### src/rtl/jk_mod_counter.sv
// Modulo-MODULUS up/down counter whose state advances through per-bit JK excitation.
// It also provides terminal count, a registered wrap pulse and a saturating wrap tally.
module jk_mod_counter #(
  parameter int unsigned WIDTH   = 4,
  parameter int unsigned MODULUS = 10,
  parameter int unsigned TALLY_W = 8
) (
  input  logic               clk,
  input  logic               clear,
  input  logic               enable,
  input  logic               up_down,
  input  logic               load,
  input  logic [WIDTH-1:0]   data,
  output logic [WIDTH-1:0]   count,
  output logic [WIDTH-1:0]   j_vec,
  output logic [WIDTH-1:0]   k_vec,
  output logic               tc,
  output logic               wrap,
  output logic [TALLY_W-1:0] wraps
);

  // One extra bit so that MODULUS == 2**WIDTH still compares correctly.
  localparam logic [WIDTH:0]   MOD_EXT = (WIDTH+1)'(MODULUS);
  localparam logic [WIDTH-1:0] TOP     = WIDTH'(MODULUS - 1);

  logic [WIDTH-1:0] nxt;
  logic [WIDTH-1:0] jk_next;

  // Target value for the next edge; load has priority over counting.
  always_comb begin
    nxt = count;
    if (load) begin
      nxt = ({1'b0, data} < MOD_EXT) ? data : TOP;
    end else if (enable) begin
      if (up_down) begin
        nxt = (count == TOP) ? '0 : count + WIDTH'(1);
      end else begin
        nxt = (count == '0) ? TOP : count - WIDTH'(1);
      end
    end
  end

  assign j_vec = ~count & nxt;
  assign k_vec = count & ~nxt;

  assign tc = enable & ~load &
              ((up_down & (count == TOP)) | (~up_down & (count == '0)));

  // JK flip-flop behaviour per bit.
  always_comb begin
    jk_next = count;
    for (int i = 0; i < int'(WIDTH); i++) begin
      case ({j_vec[i], k_vec[i]})
        2'b10:   jk_next[i] = 1'b1;
        2'b01:   jk_next[i] = 1'b0;
        2'b11:   jk_next[i] = ~count[i];
        default: jk_next[i] = count[i];
      endcase
    end
  end

  always_ff @(posedge clk or posedge clear) begin
    if (clear) begin
      count <= '0;
      wrap  <= 1'b0;
      wraps <= '0;
    end else begin
      count <= jk_next;
      wrap  <= tc;
      if (tc && (wraps != '1)) begin
        wraps <= wraps + TALLY_W'(1);
      end
    end
  end

endmodule

### config.mk
export PLATFORM = sky130hd
export DESIGN_NAME = jk_mod_counter
export DESIGN_NICKNAME = d
export VERILOG_FILES = /design/src/rtl/jk_mod_counter.sv
export SDC_FILE = /design/constraint.sdc
export NUM_CORES = 1
export LEC_CHECK = 0
export ABC_AREA = 0
export BUFFER_PORTS_ARGS = -buffer_cell sky130_fd_sc_hd__buf_2
export CORE_MARGIN = 2
export CORE_UTILIZATION = 50
export DETAILED_ROUTE_END_ITERATION = 10
export GPL_TIMING_DRIVEN = 0
export PLACE_DENSITY_LB_ADDON = 0.05
export SLEW_MARGIN = 20
export SYNTH_ARGS = -nofsm -noshare
export SYNTH_HDL_FRONTEND = slang
export SYNTH_SLANG_ARGS = --single-unit
### constraint.sdc
create_clock -name clk -period 4.2 [get_ports clk]
set_clock_uncertainty 0.05 [all_clocks]
set_input_delay 1.05 -clock clk [delete_from_list [all_inputs] [get_ports clk]]
set_output_delay 1.05 -clock clk [all_outputs]
set_load 0.01 [all_outputs]
==> flow_summary.ini <==
[run_status]
run_status = complete, no violations

[timing]
maxSlewHeadroom_pct = 66.6
hold_viol_final = 0
slew_violations = 0
fin_crit_ns = 3.42
finalSetupTns_ns = 0
post-route-period-util_pct = 81.5
setup_viol = 0
tightest_slew_ns = 0.501
max_freq_mhz = 292
grt_setup_unrepaired = false

[grt]
use_met1_pct = 24.8
busiest_layer = met2
grt_antenna_before_repair = 0
grt_pass1_vias = 720
grt_max_degree = 14
gr-usage-met2_pct = 25.3
use_met3_pct = 5.52
grt_usage_pct = 17.3
grt_pass1_wl_mm = 3.24
grt_overflow_total = 0

[job]
drv_cap = 0

[cells_and_area]
layout_commonest_cell = buf_2
drive_gt1_share_pct = 30.2
nNetsFinal = 160
syn_to_final_growth_pct = 20.7
layout_common_cells = 30 x buf_2, 13 x dfrtp_1, 11 x ha_1
num_antenna_cells = 0

[logic_synthesis]
synth_ff_type = dfrtp_1
synthArstFlopShare_pct = 100
netlist_instances = 105
netlist_area_um2 = 1010
synth_warnings = 0
yosysTopAreaCell = dfrtp_1
synth-seq-cells = 13
synth_nets = 125
ys_top_cells_by_area = dfrtp_1 32%, ha_1 14%, xor2_1 6.0%
ys_types = 38
yosys.area.top_type_share_pct = 32.1
yosysSeqAreaShare_pct = 32.1
syn_avg_cell_area_um2 = 9.66
synth_edf_count = 0

[floorplanning]
io_pins = 31
fp.dieH_um = 49.1
rows = 16
die_area_um2 = 2410
fp.dieW_um = 49.1
core_area_um2 = 1940
start_util_pct = 52.3

[placed_design]
gp_congestion = 0.828
hpwl_mm = 1.47
io_buffers = 30

[worst_setup_path]
path_cells = buf_2 > xnor2_1 > a21oi_1 > o21a_1 > o31a_1 > ha_1 > buf_2
cp_top_family = compound AO/OA/AOI/OAI gates
crit_type = input pin to primary output
slowest_stage = o31a_1
crit_path_max_fanout = 7
cp-end-kind = primary output
worstSetupStartpointType = input pin
cp.arrival_ns = 2.32
cp_common_cell = buf_2
cpPeakStageDelay_ns = 0.28
critPathBufInv = 2
cp.required_ns = 3.10

[clock_tree]
cts_tree = built
clockRootBuffer = clkbuf_4
clockBufferDepth = 2
cts_hold_buf = 0
post_cts_buffers = 0
cts-resized-gates = 0
h-tree-depth = 1
cts.sinks = 13
clkTransAtPathRegs_ns = 0.08
cts_made_buffers = 3
clkLatencyLatePin_ns = 0.27

[hold_path]
hold_class = flip-flop to flip-flop

[routing]
ant_nets = 0
drtIter0Drc = 18
drt-wirelength-per-cell_um = 11.2
drc_errors = 0
num_vias = 830
drtPass1Iterations = 4
vias_per_cell = 5.00
routed_wl_mm = 1.86

[power]
p_total_mw = 0.553
vdd_ir_drop_max_v = 0.000334
p_leak_nw = 0.674
pwr_density_cell_nw_per_um2 = 451
-- through the flow --
stage / util, % / worst slack [ns] / hold WS (ns) / instance area (um^2) / instances
after floorplan: - / 1.11 / 0.466 / 1010 / 105
after global placement: 61.7 / 0.802 / 0.420 / 1200 / 162
after detailed placement: 61.7 / 0.785 / 0.431 / 1200 / 162
after CTS: 63.1 / 0.773 / 0.442 / 1220 / 166
after global routing: 63.1 / 0.676 / 0.467 / 1220 / 166
final: 63.1 / 0.779 / 0.438 / 1220 / 166
-- cell usage after synthesis, types with 3 or more instances --
cell / n
xor2_1: 7
ha_1: 11
inv_1: 10
a21oi_1: 4
nor2_1: 6
nand2_1: 5
o21ai_0: 3
nand3_1: 3
and3_1: 3
nor3_1: 5
dfrtp_1: 13
mux2i_1: 3
-- per-layer routing --
layer	part of all wire, %	vias to the layer above
met5	0	-
met4	0.65	0
met3	4.2	2
met2	46	17
met1	49	373
li1	-	438
-- worst reg2reg max path, cell delays in order, from the launching register on --
cell     delay, ns
dfrtp_1       0.42
buf_6         0.16
xnor2_1       0.25
a21oi_1       0.14
o21a_1        0.18
o31a_1        0.28
ha_1          0.28
nor2b_1       0.13
a21oi_1       0.12
-- where the power goes --
group | leakage [nW] | switching (mW) | internal, mW
sequential | 0.166 | 0.0378 | 0.151
combinational | 0.492 | 0.153 | 0.134
clock | 0.0150 | 0.0398 | 0.0368
-- kinds of logic (layout without fill, tap and decap cells) --
family / count (synthesis) / in the layout / synth area share, %
xor gates and xnor gates: 8 / 8 / 6.91
and+or+nand+nor: 36 / 36 / 21.9
AOI/OAI and AO/OA: 19 / 19 / 14.1
adders and majority gates: 11 / 11 / 13.6
DFF: 13 / 13 / 32.1
muxes: 5 / 5 / 5.18
buffers and inverters: 13 / 47 / 6.29
-- final timing paths --
| path | start | end | slack [ns] | cells after the start |
|---|---|---|---|---|
| worst min-delay path | wraps[5]$_DFFE_PP0P_ | wraps[5]$_DFFE_PP0P_ | 0.44 | 1 |
| worst max-delay path | up_down | j_vec[3] | 0.78 | 7 |
| worst min register to register | wraps[5]$_DFFE_PP0P_ | wraps[5]$_DFFE_PP0P_ | 0.44 | 1 |
| worst max register to register | count[0]$_DFFE_PP0P_ | count[3]$_DFFE_PP0P_ | 2.13 | 8 |
| max in group asynchronous | clear | count[0]$_DFFE_PP0P_ | 3.02 | 2 |
| min in group asynchronous | clear | wraps[4]$_DFFE_PP0P_ | 0.74 | 2 |
-- sequential cells by signal, indices dropped and copies added, names as in the netlist --
signal  count
count       4
wrap        1
wraps       8
-- area by class of cell --
class | instances | area [um^2]
buffer | 3 | 26.3
clock buffer | 4 | 26.3
fill | 180 | 717
inverter | 10 | 37.5
multi-input combinational | 79 | 626
sequential | 13 | 325
tap | 27 | 33.8
timing repair buffer | 30 | 150
(Power assumes the default switching activity.)
